File: src/rtl/fetch_stage.sv
// Instruction-fetch stage: fetch PC, single-outstanding imem handshake, one-word stall buffer, IF/ID register.
// Define FETCH_ALIGN_CHECK_EN to add the sticky o_MisalignF flag for unaligned redirect targets.
module fetch_stage #(
    parameter int unsigned              ADDRESS_WIDTH = 32,
    parameter int unsigned              INSTR_WIDTH   = 32,
    parameter logic [ADDRESS_WIDTH-1:0] RESET_PC      = '0
) (
    input  logic                     i_CLK,
    input  logic                     i_RST,
    input  logic                     i_StallD,
    input  logic                     i_PCSrcD,
    input  logic [ADDRESS_WIDTH-1:0] i_PCNextD,
    output logic                     o_IMemReq,
    output logic [ADDRESS_WIDTH-1:0] o_IMemAddr,
    input  logic                     i_IMemValid,
    input  logic [INSTR_WIDTH-1:0]   i_IMemRdata,
    output logic [INSTR_WIDTH-1:0]   o_InstrD,
    output logic [ADDRESS_WIDTH-1:0] o_PCPlus4D,
    output logic                     o_ValidD
`ifdef FETCH_ALIGN_CHECK_EN
    ,
    output logic                     o_MisalignF
`endif
);

    typedef enum logic [1:0] {
        S_IDLE    = 2'd0,
        S_REQ     = 2'd1,
        S_DISCARD = 2'd2
    } state_t;

    localparam logic [ADDRESS_WIDTH-1:0] WORD_MASK  = {{(ADDRESS_WIDTH-2){1'b1}}, 2'b00};
    localparam logic [ADDRESS_WIDTH-1:0] WORD_BYTES = ADDRESS_WIDTH'(4);

    state_t                   state_q, state_d;
    logic [ADDRESS_WIDTH-1:0] pcf_q, pcf_d;
    logic [ADDRESS_WIDTH-1:0] req_addr_q, req_addr_d;
    logic                     hold_v_q, hold_v_d;
    logic [INSTR_WIDTH-1:0]   hold_instr_q, hold_instr_d;
    logic [ADDRESS_WIDTH-1:0] hold_pc4_q, hold_pc4_d;
    logic [INSTR_WIDTH-1:0]   instr_q, instr_d;
    logic [ADDRESS_WIDTH-1:0] pc4_q, pc4_d;
    logic                     valid_q, valid_d;

    logic                     redirect;
    logic                     resp;
    logic                     avail;
    logic [ADDRESS_WIDTH-1:0] req_pc4;
    logic [ADDRESS_WIDTH-1:0] target;

    // A stalled decode stage cannot have resolved its branch, so its redirect is not trusted.
    assign redirect = i_PCSrcD & ~i_StallD;
    assign resp     = (state_q == S_REQ) & i_IMemValid;
    assign avail    = hold_v_q | resp;
    assign req_pc4  = req_addr_q + WORD_BYTES;
    assign target   = i_PCNextD & WORD_MASK;

    assign o_IMemReq  = ~i_RST & (state_q != S_IDLE);
    assign o_IMemAddr = req_addr_q;
    assign o_InstrD   = instr_q;
    assign o_PCPlus4D = pc4_q;
    assign o_ValidD   = valid_q;

    // IF/ID, hold buffer and PC next-state
    always_comb begin
        hold_v_d     = hold_v_q;
        hold_instr_d = hold_instr_q;
        hold_pc4_d   = hold_pc4_q;
        instr_d      = instr_q;
        pc4_d        = pc4_q;
        valid_d      = valid_q;
        pcf_d        = pcf_q;

        if (!i_StallD) begin
            hold_v_d = 1'b0;
            instr_d  = '0;
            valid_d  = 1'b0;
            if (!redirect && avail) begin
                valid_d = 1'b1;
                if (hold_v_q) begin
                    instr_d = hold_instr_q;
                    pc4_d   = hold_pc4_q;
                end else begin
                    instr_d = i_IMemRdata;
                    pc4_d   = req_pc4;
                end
            end
        end else if (resp) begin
            hold_v_d     = 1'b1;
            hold_instr_d = i_IMemRdata;
            hold_pc4_d   = req_pc4;
        end

        if (redirect) begin
            pcf_d = target;
        end else if (resp) begin
            pcf_d = req_pc4;
        end
    end

    always_comb begin
        state_d    = state_q;
        req_addr_d = req_addr_q;
        case (state_q)
            S_IDLE: begin
                if (!hold_v_d) begin
                    state_d    = S_REQ;
                    req_addr_d = pcf_d;
                end
            end
            S_REQ: begin
                if (i_IMemValid) begin
                    if (i_StallD) begin
                        state_d = S_IDLE;
                    end else begin
                        req_addr_d = pcf_d;
                    end
                end else if (redirect) begin
                    state_d = S_DISCARD;
                end
            end
            S_DISCARD: begin
                if (i_IMemValid) begin
                    state_d    = S_REQ;
                    req_addr_d = pcf_d;
                end
            end
            default: state_d = S_IDLE;
        endcase
    end

    always_ff @(posedge i_CLK) begin
        if (i_RST) begin
            state_q    <= S_IDLE;
            pcf_q      <= RESET_PC;
            req_addr_q <= RESET_PC;
            hold_v_q   <= 1'b0;
            instr_q    <= '0;
            pc4_q      <= '0;
            valid_q    <= 1'b0;
        end else begin
            state_q    <= state_d;
            pcf_q      <= pcf_d;
            req_addr_q <= req_addr_d;
            hold_v_q   <= hold_v_d;
            instr_q    <= instr_d;
            pc4_q      <= pc4_d;
            valid_q    <= valid_d;
        end
    end

    // Buffer payload is qualified by hold_v_q, so it needs no reset.
    always_ff @(posedge i_CLK) begin
        hold_instr_q <= hold_instr_d;
        hold_pc4_q   <= hold_pc4_d;
    end

`ifdef FETCH_ALIGN_CHECK_EN
    logic misalign_q;
    assign o_MisalignF = misalign_q;

    always_ff @(posedge i_CLK) begin
        if (i_RST) begin
            misalign_q <= 1'b0;
        end else if (redirect && (i_PCNextD[1:0] != 2'b00)) begin
            misalign_q <= 1'b1;
        end
    end
`endif

endmodule

File: config.mk
export PLATFORM = sky130hd
export DESIGN_NAME = fetch_stage
export DESIGN_NICKNAME = d
export VERILOG_FILES = /design/src/rtl/fetch_stage.sv
export SDC_FILE = /design/constraint.sdc
export NUM_CORES = 1
export LEC_CHECK = 0
export ABC_CLOCK_PERIOD_IN_PS = 4700
export CAP_MARGIN = 0
export CORE_MARGIN = 4
export CORE_UTILIZATION = 35
export CTS_BUF_LIST = sky130_fd_sc_hd__clkbuf_8 sky130_fd_sc_hd__clkbuf_16
export CTS_CLUSTER_SIZE = 40
export DETAILED_ROUTE_END_ITERATION = 8
export PLACE_DENSITY_LB_ADDON = 0.2
export SKIP_CTS_REPAIR_TIMING = 1
export SKIP_LAST_GASP = 1
export SYNTH_ARGS = -nofsm -noshare
export SYNTH_HDL_FRONTEND = slang
export SYNTH_SLANG_ARGS = --single-unit
File: constraint.sdc
create_clock -name i_CLK -period 4.7 [get_ports i_CLK]
set_input_delay 1.175 -clock i_CLK [delete_from_list [all_inputs] [get_ports i_CLK]]
set_output_delay 1.175 -clock i_CLK [all_outputs]
set_load 0.05 [all_outputs]
==> results.toml, run 1 <==
[place]
post-place-ws_ns = 0.862
post-dp-hpwl_um = 17300
place.gp.congestion = 0.818
placed_area_um2 = 10600
portBuffers = 164

[grt]
antenna_found_initial = 0
grt_max_degree = 72
grt_pass1_vias = 6978
groute.usage.overall_pct = 18.3
grt_overflow_total = 0
grt_first_pass_wirelength_um = 40800

[power_and_ir_drop]
power_per_cell_area_nw_per_um2 = 363
pwr-share-clk_pct = 37.1
power_frac_comb_pct = 15.7
p_switching_mw = 1.22
intPower_mw = 2.86
leakagePower_nw = 3.89
power_frac_seq_pct = 47.2
swShare_pct = 29.9
finalPower_mw = 4.08
vdd_drop_max_mv = 0.165

[sta]
period_share_pct = 75.9
grt_setup_unrepaired = "no"
hold_violations = 0
slew_headroom_pct = 33.2
fin_ws_ns = 1.13
tns_ns = 0
clock.fmax_mhz = 280
hold-worst-slack_ns = 0.454
finalSetupViolations = 0
slew_viol_final = 0
worstMarginPinSlew_ns = 0.996
period_minus_slack_ns = 3.57
skew_ns = 0.0197

[routing]
viasPerCell = 5.33
drt_first_iter_violations = 529
wl_per_cell_um = 18.4
dr.pass1.iters = 5
wl_um = 25700
postRouteAntennaNets = 0
drc_errors = 0
vias = 7461

[clocking]
htree_levels = 4
cts_sinks = 196
cts_tree = "done"
insertion_delay_ns = 0.44
cts_max_path_buffers = 2
cts_root_buf = "clkbuf_16"
cts_buffers = 17
clk_pin_slew_ns = 0.07

[final_layout]
fin_nets = 1132
insertedDiodeCount = 0
layout_common_cells = "clkdlybuf4s50_1 (162), dfxtp_1 (131), nor2_1 (129)"
final_common_cell = "clkdlybuf4s50_1"
area_growth_pct = 28.8
stdcell_area_um2 = 11200
drive_gt1_share_pct = 7.63

[floorplanning]
core-area_um2 = 24400
start_util_pct = 35.8
die-area_um2 = 27500
die_height_um = 166
die_x_um = 166
ios = 167
placementRows = 57

[worst_setup_path]
crit_path_end_kind = "output pin"
path_max_fanout = 2
startpoint_type = "primary input"
worstPathArrival_ns = 2.39
crit_required_ns = 3.52
critPathKind = "primary input to output pin"

[synth]
synth_nets = 1009
yosysSeqAreaShare_pct = 52.3
ys_types = 63
synth_cells = 939
synth-edff-count = 64
synthArstFlopShare_pct = 0
synth-seq-cells = 196
synth.avg_cell_area_um2 = 9.29
synth_area_um2 = 8720
synth_ff_type = "dfxtp_1"
yosys_warnings = 0

[run_status]
outcome = "complete, no violations"

[job]
drv_cap = 0

[worst_hold_path]
min_path_type = "flop to flop"
[cells by family after synthesis]
group / share of synthesized area [%]
AO/OA/AOI/OAI: 17.6
multiplexers: 4.49
AND/OR/NAND/NOR: 19.2
buffers and inverters: 4.73
XOR/XNOR: 1.59
flip-flops: 52.3
adder cells (fa/ha/maj): 0.143
[registers in the layout (all words and copies together), names as in the netlist, 2 cells and up]
| signal | flops |
|---|---|
| hold_instr_q | 32 |
| hold_pc4_q | 32 |
| o_IMemAddr | 32 |
| o_InstrD | 32 |
| o_PCPlus4D | 32 |
| pcf_q | 32 |
| state_q | 2 |
[power by group through the flow]
stage	Combinational (mW)	Sequential, mW	Clock, mW
after floorplan	0.283	2.06	0
final	0.639	1.92	1.51
after detailed placement	0.640	1.96	0
after CTS	0.644	1.92	1.55
after global routing	0.691	1.94	1.61
after global placement	0.636	1.96	0
[cells in the mapped netlist (all sizes together), types with 3 or more instances]
library cell	instances	area [um2]
a21oi	96	480
a311oi	14	123
o31a	3	26.3
and4	3	26.3
a31oi	10	62.6
dfxtp	132	2640
or4	10	78.8
nand4	22	153
nand3b	3	22.5
xnor2	10	95.1
edfxtp	64	1920
nand2b	12	75.1
o221ai	7	61.3
a211oi	26	195
and3	5	31.3
nor2	129	484
o31ai	10	75.1
inv	22	82.6
nor3	13	80.1
nor4	11	90.1
clkbuf	61	230
o211ai	12	90.1
xor2	5	43.8
nand2	84	315
nand3	24	120
a221oi	4	35.0
mux2i	38	380
buf	20	100
o21ai	41	205
o21a	3	22.5
or3	7	48.8
o211a	5	50.1
or2	8	50.1
and2	3	18.8
[metal layers]
metal	global-route usage, %	share of wire, %
met5	0	0
met4	5.60	1.8
met3	3.57	5.2
met2	27.4	43
met1	26.9	50
[cell type report]
cell class	count	area (um2)
sequential	196	4570
inverter	22	82.6
fill	2340	13200
clock buffer	20	489
clock inverter	12	123
multi-input combinational	640	3770
timing repair buffer	185	1800
tap	324	405
[stage by stage]
stage / util (%) / cells
floorplan: - / 939
global placement: 43.6 / 1367
detailed placement: 43.6 / 1367
CTS: 46.1 / 1399
global route: 46.1 / 1399
finish: 46.1 / 1399
[worst paths after layout]
path,startpoint,endpoint,slack (ns),cells after the start
max,i_RST,o_IMemReq,1.13,3
max reg2reg,o_IMemAddr[2],o_IMemAddr[24],1.69,6
min,o_PCPlus4D[14],o_PCPlus4D[14],0.45,2
min reg2reg,o_PCPlus4D[14],o_PCPlus4D[14],0.45,2
[worst max-delay path: stages]
cell and delay, ns:
buf_4 0.13, nor2_1 0.23, clkdlybuf4s50_1 0.86
(Power assumes the default switching activity.)
==> run 2, diff against run 1 <==
--- a/config.mk
+++ b/config.mk
@@ -5,7 +5,7 @@
 export SDC_FILE = /design/constraint.sdc
 export NUM_CORES = 1
 export LEC_CHECK = 0
-export ABC_CLOCK_PERIOD_IN_PS = 4700
+export ABC_CLOCK_PERIOD_IN_PS = 3300
 export CAP_MARGIN = 0
 export CORE_MARGIN = 4
 export CORE_UTILIZATION = 35
==> constraint.sdc (replaced) <==
create_clock -name i_CLK -period 3.3 [get_ports i_CLK]
set_input_delay 0.825 -clock i_CLK [delete_from_list [all_inputs] [get_ports i_CLK]]
set_output_delay 0.825 -clock i_CLK [all_outputs]
set_load 0.05 [all_outputs]
==> run 2 against run 1 <==
Effect of this change: flip-flop and latch count did not move; utilization is 0.58 points higher; total power rose by 42%; cell count grew 0.93%; die area stayed put; clock skew is 0.0073 ns lower; via count grew 0.75%; critical path depth is 2 lower; first-iteration DRC count is 8.3% higher; wire length rose by 0.72%; clock power up 41%.
==> results.toml, run 2 (synthesis results as in run 1) <==
[worst_setup_path]
crit_family = "buffers and inverters"
rrSetupSlack_ns = 0.56
path_cells = "clkdlybuf4s50_1"
startpoint_type = "flop"
rr_endpoint = "o_IMemAddr[24]"
cp_slowest_cell = "clkdlybuf4s50_1"
path_depth = 1
critPathKind = "flop to output pin"
crit_path_end_kind = "output pin"
startpoint = "o_IMemAddr[20]"
cp-endpoint = "o_IMemAddr[20]"
r2r.worst_path.cells = 5
path_max_fanout = 13
cp.buffers_inverters = 1
crit_required_ns = 2.47
worstPathArrival_ns = 1.97
max_stage_delay_ns = 0.93
rr_startpoint = "o_IMemAddr[4]"

[power_and_ir_drop]
power_frac_comb_pct = 16.6
power_frac_seq_pct = 46.7
swShare_pct = 29.2
vdd_drop_max_mv = 0.297
p_switching_mw = 1.70
intPower_mw = 4.11
leakagePower_nw = 3.97
power_per_cell_area_nw_per_um2 = 510
pwr-share-clk_pct = 36.7

[sta]
period_share_pct = 84.8
skew_ns = 0.0124
period_minus_slack_ns = 2.80
tns_ns = 0
clock.fmax_mhz = 357
worstMarginPinSlew_ns = 0.990
slew_headroom_pct = 33.7
finalSetupViolations = 0
slew_viol_final = 0
fin_ws_ns = 0.502
grt_setup_unrepaired = "no"
hold_violations = 0

[floorplanning]
die-area_um2 = 27500
placementRows = 57
core-area_um2 = 24400
ios = 167
die_height_um = 166
start_util_pct = 35.8
die_x_um = 166

[clocking]
cts_buffers = 17
cts_max_path_buffers = 2
cts_root_buf = "clkbuf_16"
htree_levels = 4
clk_pin_slew_ns = 0.08
cts_tree = "done"
insertion_delay_ns = 0.44
cts_sinks = 196

[routing]
wl_per_cell_um = 18.4
dr.pass1.iters = 5
drc_errors = 0
viasPerCell = 5.32
vias = 7517
postRouteAntennaNets = 0
drt_first_iter_violations = 573
wl_um = 25900

[final_layout]
area_growth_pct = 30.5
insertedDiodeCount = 0
drive_gt1_share_pct = 8.73
layout_common_cells = "clkdlybuf4s50_1 (161), dfxtp_1 (131), nor2_1 (129)"
final_common_cell = "clkdlybuf4s50_1"
fin_nets = 1145

[worst_hold_path]
min_path_type = "flop to flop"

[place]
portBuffers = 164
post-dp-hpwl_um = 17400
place.gp.congestion = 0.799
post-place-ws_ns = 0.265

[grt]
antenna_found_initial = 0
grt_first_pass_wirelength_um = 40800
grt_max_degree = 91
grt_pass1_vias = 7067
groute.usage.overall_pct = 18.3
grt_overflow_total = 0

[run_status]
outcome = "complete, no violations"

[job]
drv_cap = 0
==> run 2: how the worst min path moves through the flow <==
stage                         startpoint        endpoint  slack (ns)  cells past startpoint
after global placement    o_PCPlus4D[14]  o_PCPlus4D[14]        0.44                      2
after floorplan                 pcf_q[0]   o_IMemAddr[0]        0.45                      2
after global routing      o_PCPlus4D[18]  o_PCPlus4D[18]        0.48                      2
final                     o_PCPlus4D[14]  o_PCPlus4D[14]        0.45                      2
after detailed placement  o_PCPlus4D[14]  o_PCPlus4D[14]        0.44                      2
after CTS                 o_PCPlus4D[14]  o_PCPlus4D[14]        0.45                      2
==> run 2: per-layer routing <==
layer | track usage, % | routed length (um) | part of all wire (%) | up-vias
met5 | 0 | 0 | 0 | -
met4 | 4.59 | 305 | 1.2 | 0
met3 | 3.64 | 1390 | 5.4 | 22
met2 | 27.7 | 11600 | 45 | 231
met1 | 26.8 | 12600 | 49 | 3592
li1 | - | - | - | 3672
==> run 2: worst reg2reg max path: stages, from the launching register on <==
cell	delay, ns
dfxtp_1	0.46
nand4_1	0.35
or4_1	0.84
nor4_1	0.52
o21ai_1	0.18
a311oi_1	0.30
==> run 2: final cells by class <==
type	instances	area, um2
Inverter	22	82.6
Multi-Input combinational cell	640	3770
Sequential cell	196	4570
Tap cell	324	405
Clock buffer	17	425
Timing Repair Buffer	198	1960
Clock inverter	15	171
Fill cell	2364	13000
==> run 2: power groups by stage <==
stage	logic [mW]	registers (mW)	clock network, mW
6_report	0.963	2.71	2.13
3_5_place_dp	0.965	2.77	0
4_1_cts	0.970	2.71	2.19
5_1_grt	1.04	2.73	2.27
2_1_floorplan	0.404	2.93	0
3_3_place_gp	0.958	2.76	0
==> run 2: metrics by stage <==
stage                     hold WS, ns  util, %  power [mW]  instances  cell area [um2]
after floorplan                 0.448        -        3.34        939             8720
after global placement          0.443     44.2        3.72       1380            10800
after detailed placement        0.444     44.2        3.73       1380            10800
after CTS                       0.454     46.7        5.87       1412            11400
after global routing            0.476     46.7        6.04       1412            11400
final                           0.449     46.7        5.81       1412            11400
==> run 3, diff against run 2 <==
--- a/config.mk
+++ b/config.mk
@@ -5,7 +5,7 @@
 export SDC_FILE = /design/constraint.sdc
 export NUM_CORES = 1
 export LEC_CHECK = 0
-export ABC_CLOCK_PERIOD_IN_PS = 3300
+export ABC_CLOCK_PERIOD_IN_PS = 2300
 export CAP_MARGIN = 0
 export CORE_MARGIN = 4
 export CORE_UTILIZATION = 35
==> constraint.sdc (replaced) <==
create_clock -name i_CLK -period 2.3 [get_ports i_CLK]
set_input_delay 0.575 -clock i_CLK [delete_from_list [all_inputs] [get_ports i_CLK]]
set_output_delay 0.575 -clock i_CLK [all_outputs]
set_load 0.05 [all_outputs]
==> run 3 against run 2 <==
Effect of this change: combinational power is 60% higher; cell area is 5.7% higher; total power is 45% higher; utilization is 2.7 points higher; critical endpoint is now o_IMemAddr[31]; clock power is 41% higher; via count is 1.7% higher; wire length is 1.5% higher; hold slack better by 0.0050 ns; non-clock buffer count is 67 higher; register-to-register slack worse by 0.44 ns; global-route usage is 0.46 points higher; sequential share of layout area is 1.9 points lower; critical path type unchanged.
==> results.toml, run 3 (synthesis results as in run 1) <==
[worst_setup_path]
crit_path_end_kind = "output pin"
rrSetupSlack_ns = 0.12
cp_slowest_cell = "clkdlybuf4s50_1"
r2r.worst_path.cells = 5
startpoint_type = "flop"
rr_startpoint = "o_IMemAddr[22]"
cp.buffers_inverters = 1
crit_required_ns = 1.73
crit_family = "buffers and inverters"
path_depth = 1
cp-endpoint = "o_IMemAddr[31]"
path_max_fanout = 4
startpoint = "o_IMemAddr[31]"
rr_endpoint = "hold_pc4_q[26]"
worstPathArrival_ns = 1.68
max_stage_delay_ns = 0.83
path_cells = "clkdlybuf4s50_1"
critPathKind = "flop to output pin"

[place]
post-dp-hpwl_um = 18500
portBuffers = 164
place.detailed.instances = 1447
placed_area_um2 = 11400
post-place-ws_ns = -0.181
place.gp.congestion = 0.875

[floorplanning]
die_height_um = 166
die-area_um2 = 27500
ios = 167
start_util_pct = 35.8
die_x_um = 166
placementRows = 57
core-area_um2 = 24400

[job]
drv_cap = 0

[grt]
groute.usage.overall_pct = 18.7
grt_first_pass_wirelength_um = 41700
grt_overflow_total = 0
grt_pass1_vias = 7404
grt_max_degree = 61
antenna_found_initial = 0

[routing]
drc_errors = 0
postRouteAntennaNets = 0
vias = 7643
dr.pass1.iters = 7
wl_per_cell_um = 17.8
drt_first_iter_violations = 474
viasPerCell = 5.17
wl_um = 26300

[final_layout]
insertedDiodeCount = 0
post-route-util_pct = 49.3
stdcell_area_um2 = 12000
area_growth_pct = 38.0
layout_common_cells = "clkdlybuf4s50_1 (130), nor2_1 (129), dfxtp_1 (112)"
final_common_cell = "clkdlybuf4s50_1"
seqCellArea_um2 = 4600
fin_nets = 1212
fin_cells = 1479
nFillCells = 2364
multi_input_area_um2 = 3790
drive_gt1_share_pct = 16.9

[power_and_ir_drop]
vdd_drop_max_mv = 0.387
power_per_cell_area_nw_per_um2 = 699
p_switching_mw = 2.50
swShare_pct = 29.7
intPower_mw = 5.91
leakagePower_nw = 4.65
power_frac_comb_pct = 18.3
power_frac_seq_pct = 46.0
pwr-share-clk_pct = 35.7

[clocking]
cts_max_path_buffers = 2
htree_levels = 4
cts_sinks = 196
cts_buffers = 17
cts_root_buf = "clkbuf_16"
cts_tree = "done"
insertion_delay_ns = 0.44
clk_pin_slew_ns = 0.08

[sta]
grt_setup_unrepaired = "no"
hold_violations = 0
skew_ns = 0.0154
finalSetupViolations = 0
hold-worst-slack_ns = 0.454
fin_ws_ns = 0.0479
slew_headroom_pct = 56.8
period_minus_slack_ns = 2.25
worstMarginPinSlew_ns = 0.642
clock.fmax_mhz = 444
slew_viol_final = 0
period_share_pct = 97.9

[worst_hold_path]
min_path_type = "primary input to flop"
holdPathStages = 2

[run_status]
outcome = "complete, no violations"
run 3: layer usage:
| metal | up-vias | part of all wire (%) | track usage, % |
|---|---|---|---|
| met5 | - | 0 | 0 |
| met4 | 0 | 1.2 | 4.34 |
| met3 | 22 | 4.8 | 3.95 |
| met2 | 217 | 45 | 29.5 |
| met1 | 3596 | 49 | 26.6 |
| li1 | 3808 | - | - |
run 3: worst min-delay path by stage:
stage / start / end / slack (ns)
detailed placement: o_PCPlus4D[10] / o_PCPlus4D[10] / 0.45
global route: i_RST / o_PCPlus4D[25] / 0.45
CTS: i_RST / o_PCPlus4D[25] / 0.44
floorplan: pcf_q[0] / o_IMemAddr[0] / 0.45
finish: i_RST / o_PCPlus4D[23] / 0.45
global placement: o_PCPlus4D[16] / o_PCPlus4D[16] / 0.44
run 3: stage by stage:
step	power, mW	setup TNS [ns]
6_report	8.41	0
4_1_cts	8.51	-0.462
5_1_grt	8.77	0
2_1_floorplan	4.80	-0.0236
3_3_place_gp	5.48	-13.00
3_5_place_dp	5.49	-15.09
run 3: power groups by stage:
| stage | Combinational [mW] | Sequential (mW) | Clock, mW |
|---|---|---|---|
| final | 1.54 | 3.87 | 3.01 |
| after global routing | 1.67 | 3.89 | 3.22 |
| after detailed placement | 1.55 | 3.95 | 0 |
| after CTS | 1.56 | 3.87 | 3.09 |
| after floorplan | 0.583 | 4.22 | 0 |
| after global placement | 1.54 | 3.94 | 0 |
run 3: area by class of cell:
cell class,count,area share [%]
Timing Repair Buffer,265,21.4
Clock buffer,17,3.54
Tap cell,324,3.37
Inverter,22,0.686
Sequential cell,196,38.2
Multi-Input combinational cell,640,31.5
Clock inverter,15,1.34
==> RTL edit 1: new RTL, settings of run 1 <==
The parameter `ADDRESS_WIDTH` goes from 32 to 16.
--- a/src/rtl/fetch_stage.sv
+++ b/src/rtl/fetch_stage.sv
@@ -3,3 +3,3 @@
 module fetch_stage #(
-    parameter int unsigned              ADDRESS_WIDTH = 32,
+    parameter int unsigned              ADDRESS_WIDTH = 16,
     parameter int unsigned              INSTR_WIDTH   = 32,
Interface: changed (resized i_PCNextD, o_IMemAddr and o_PCPlus4D); port bits go from 167 to 119. The function was not compared with the original's and may differ.
==> RTL edit 1 against run 1 <==
  * Non-clock buffer count down 62
  * Combinational power fell by 43%
  * Fmax increased by 3.8%
  * Clock power is 12% higher
  * Critical path type unchanged
  * Register-to-register slack improved by 0.76 ns
  * Design area is 32% lower
  * Hold slack worse by 0.00063 ns
  * Area after synthesis fell by 37%
  * Die area shrank 35%
  * Setup slack improved by 0.13 ns
  * Wire length down 42%
  * Sequential cell count is 64 lower
  * Power shrank 18%
  * Largest power group is now clock
==> RTL edit 1: results (changes against run 1) <==
Syn. warnings: 0 (unchanged)
Largest cells by area after synthesis: dfxtp_1 30%, edfxtp_1 26%, mux2_2 6.7%
Port Buf Inserts: 116 (-29%)
Worst Reg-to-Reg Cells: 4 (-2)
Syn_nets: 569 (-44%)
Fin cells: 841 (-40%)
Gate Count Post-Synth: 515 (-45%)
Sequential-to-total area share from yosys stat: 0.565 (+0.0418)
Clock Pin Slew Worst Setup and Hold Paths: 0.05 ns (-0.02 ns)
Largest net degree at the start of global routing: 81 (+13%)
Max VDD drop: 0.000279 V (+69%)
Worst Skew: 0.00893 ns (-0.0107 ns)
Status: completed
Worst-path fanout max: 2 (unchanged)
Tot GR Track Use: 0.168 (-0.0150)
Fin. Hold Viols: 0 (unchanged)
DP Cell Count: 809 (-41%)
Drt wl/cell: 17.9 µm (-2.7%)
Via density: 5.29 (-0.89%)
Max_slew headroom: 0.324 (-0.00758)
DP Wirelength: 9.76 mm (-43%)
NumNets Final: 671 (-41%)
Ratio of cells with drive above 1 in the final layout: 0.148 (+0.0713)
Place WS: 1.17 ns (+0.303 ns)
Cell variety after synth: 54 (-14%)
Final slew viol count: 0 (unchanged)
Ys async rst share: 0 (unchanged)
WHS Path Cells: 2 (unchanged)
TritonRoute pass-1 iters: 5 (unchanged)
Initial antenna violation count: 0 (unchanged)
GPL Wtd Cong: 0.817 (-0.17%)
Root Buffer: clkbuf_16
WP data arrival: 2.26 ns (-0.13 ns)
Number of global-route vias before repair: 4414 (-37%)
DR iter-0 viols: 273 (-48%)
Worst skew pair latency: 0.42 ns (-0.02 ns)
Post-synth EDFFs: 48 (-25%)
Area after DPL: 0.00686 mm² (-35%)
Ant diodes: 0 (unchanged)
CTS Buf Count: 17 (unchanged)
Hold/Removal Path Class: register to register
Clk buf depth: 2 (unchanged)
First-pass GRT wire length: 23.6 mm (-42%)
Post-synth top cells: 84 x dfxtp_1, 56 x nor2_1, 48 x edfxtp_1, 33 x mux2_2, 32 x a22oi_1
Pleak: 2.61 nW (-33%)
[RTL edit 1: worst max-delay path, stage by stage]
cell             delay [ns]
buf_2                  0.13
nor2_1                 0.13
clkdlybuf4s50_1        0.83
[RTL edit 1: power breakdown]
group	leakage, nW	total [mW]	switching [mW]	internal (mW)
clock	0.367	1.69	0.487	1.21
combinational	1.12	0.366	0.218	0.148
sequential	1.12	1.27	0.0401	1.23
total	2.61	3.33	0.745	2.59
[RTL edit 1: cell families (layout without fill, tap and decap cells)]
| family | Yosys count | after routing | share of synthesized area |
|---|---|---|---|
| AND/OR/NAND/NOR | 154 | 154 | 0.140 |
| adder cells (fa/ha/maj) | 1 | 1 | 0.00226 |
| buffers and inverters | 53 | 168 | 0.0398 |
| flip-flops | 132 | 132 | 0.565 |
| multiplexers | 36 | 36 | 0.0727 |
| AO/OA/AOI/OAI | 134 | 134 | 0.173 |
| XOR/XNOR | 5 | 5 | 0.00792 |
[RTL edit 1: layer usage]
layer  vias to the layer above  track usage  routed length (µm)
li1                       2133            -                   -
met1                      2177        0.215                6940
met2                       124        0.272                7210
met3                        11       0.0465                 759
met4                         0       0.0634                 142
met5                         -            0                   0
[RTL edit 1: path summary, 6_finish.rpt]
kind	startpoint	end	slack, ns
worst min-delay path	o_PCPlus4D[6]	o_PCPlus4D[6]	0.45
worst min register to register	o_PCPlus4D[6]	o_PCPlus4D[6]	0.45
worst max-delay path	i_RST	o_IMemReq	1.26
worst max register to register	hold_v_q	o_IMemAddr[7]	2.45
[RTL edit 1: through the flow]
step / utilization / hold slack (ns)
after floorplan: - / 0.441
after global placement: 0.448 / 0.441
after detailed placement: 0.448 / 0.447
after CTS: 0.497 / 0.455
after global routing: 0.497 / 0.470
final: 0.497 / 0.453
[RTL edit 1: layout make-up]
class | instances | area, µm²
Tap cell | 211 | 264
Fill cell | 1416 | 7700
Sequential cell | 132 | 3120
Multi-Input combinational cell | 330 | 2200
Inverter | 13 | 48.8
Clock buffer | 17 | 425
Clock inverter | 15 | 332
Timing Repair Buffer | 123 | 1220
==> RTL edit 2: new RTL, settings of run 1 <==
Without the edit above. Encoding of `state_t`: now one-hot (3 bits for 3 states).
--- a/src/rtl/fetch_stage.sv
+++ b/src/rtl/fetch_stage.sv
@@ -25,6 +25,6 @@
 
-    typedef enum logic [1:0] {
-        S_IDLE    = 2'd0,
-        S_REQ     = 2'd1,
-        S_DISCARD = 2'd2
+    typedef enum logic [2:0] {
+        S_IDLE    = 3'b001,
+        S_REQ     = 3'b010,
+        S_DISCARD = 3'b100
     } state_t;
Behaviour: no difference found for any inputs over 4 cycles, from zero or initial values and one cycle with i_RST high; so few cycles prove little.
==> RTL edit 2 against run 1 <==
  * Via count shrank 9.2%
  * Sequential cell count up 1
  * Fmax increased by 0.81%
  * Count of clock-buffer cells in the layout down 2
  * Largest power group unchanged
  * Design area fell by 3.6%
  * Setup slack gained 0.029 ns
  * Critical path type unchanged
  * Wire length shrank 13%
  * Non-clock buffer count is 7 lower
  * Utilization fell by 0.062 points
  * Area after synthesis shrank 3.5%
  * Power is 1.6% lower
==> RTL edit 2: results (changes against run 1) <==
Status: completed
Mux cell area share after synthesis: 0.0465 (+0.00163)
Cell variety after synth: 58 (-7.9%)
Via density: 5.04 (-5.4%)
Number of global-route vias before repair: 6346 (-9.1%)
Tot GR Track Use: 0.168 (-0.0149)
Area occupied by multi-input gates: 0.00343 mm² (-8.8%)
Inverters: 25 (+14%)
Syn_nets: 951 (-5.7%)
DP Cell Count: 1312 (-4.0%)
TritonRoute pass-1 iters: 6 (+1)
Gate Count Post-Synth: 881 (-6.2%)
NumNets Final: 1082 (-4.4%)
Worst-path fanout max: 36 (+34)
Adder-Cell Fraction of Synth Area: 0.00149 (+0.0000520)
Pleak: 3.75 nW (-3.7%)
Final hold slack: 0.449 ns (-0.00507 ns)
GPL Wtd Cong: 0.768 (-6.1%)
Area after DPL: 0.0103 mm² (-3.4%)
Measured slew at the worst slew-check pin: 1.03 ns (+0.0373 ns)
Bufs w/o clock: 178 (-3.8%)
Reg-to-Reg End: o_InstrD[2]
Layout area overhead: 28.7%
R2r setup slk: 2.02 ns (+0.33 ns)
Largest net degree at the start of global routing: 91 (+26%)
Post-synth top cells: 154 x nor2_1, 133 x dfxtp_1, 91 x a21oi_1, 88 x nand2_1, 64 x edfxtp_1
First-pass GRT wire length: 35.5 mm (-13%)
Hold path endpoint: o_PCPlus4D[11]
Worst R2R Start: state_q[2]
DR iter-0 viols: 408 (-23%)
Max VDD drop: 0.000177 V (+6.7%)
Buffer share of cell area: 0.162 (+0.00116)
CLK BUF: 18 (-10%)
Seq cells post-synth: 197 (+0.51%)
Clk cell area share: 0.0522 (-0.00224)
WL final: 22.5 mm (-13%)
Fillers: 2329 (-0.47%)
Sequential-to-total area share from yosys stat: 0.545 (+0.0214)
Worst Reg-to-Reg Cells: 7 (+1)
Largest cells by area after synthesis: dfxtp_1 32%, edfxtp_1 23%, nor2_1 6.9%
Multi-Input Combinational: 593 (-7.3%)
Net Switching: 1.18 mW (-3.3%)
Tap Count: 319 (-1.5%)
Hold Startpoint: o_PCPlus4D[11]
DR vias: 6778 (-9.2%)
Post-Synth XOR/XNOR Area: 0.0361 (+0.0202)
Register area: 0.00459 mm² (+0.44%)
## RTL edit 2: worst max-delay path by stage
stage / startpoint / to / slack, ns / cells after the start
after global placement: i_IMemValid / o_InstrD[2] / 0.86 / 8
after CTS: i_RST / o_IMemReq / 1.14 / 3
after floorplan: i_StallD / hold_instr_q[0] / 0.74 / 4
after global routing: i_IMemValid / o_InstrD[5] / 1.03 / 8
final: i_RST / o_IMemReq / 1.16 / 3
after detailed placement: i_IMemValid / o_InstrD[2] / 0.84 / 8
## RTL edit 2: power groups by stage
stage | Sequential [mW] | Clock (mW) | Combinational, mW
after floorplan | 2.09 | 0 | 0.292
after global placement | 1.97 | 0 | 0.661
after detailed placement | 1.97 | 0 | 0.665
after CTS | 1.93 | 1.45 | 0.669
after global routing | 1.95 | 1.53 | 0.718
final | 1.93 | 1.41 | 0.666
## RTL edit 2: cells by family after synthesis
logic type | Yosys count
simple gates | 331
flops | 197
compound gates | 195
buf+inv | 91
mux | 39
xor+xnor | 27
fa+ha+maj | 1
## RTL edit 2: metal layers
| layer | GRT usage | part of all wire | vias to the layer above |
|---|---|---|---|
| met5 | 0 | 0 | - |
| met4 | 0.0435 | 0.012 | 0 |
| met3 | 0.0376 | 0.054 | 19 |
| met2 | 0.253 | 0.45 | 185 |
| met1 | 0.246 | 0.49 | 3227 |
| li1 | - | - | 3347 |
## RTL edit 2: worst max-delay path: cells and delay by family
family | cells | cell delay, ns
buffers and inverters | 2 | 1.04
AND/OR/NAND/NOR | 1 | 0.14
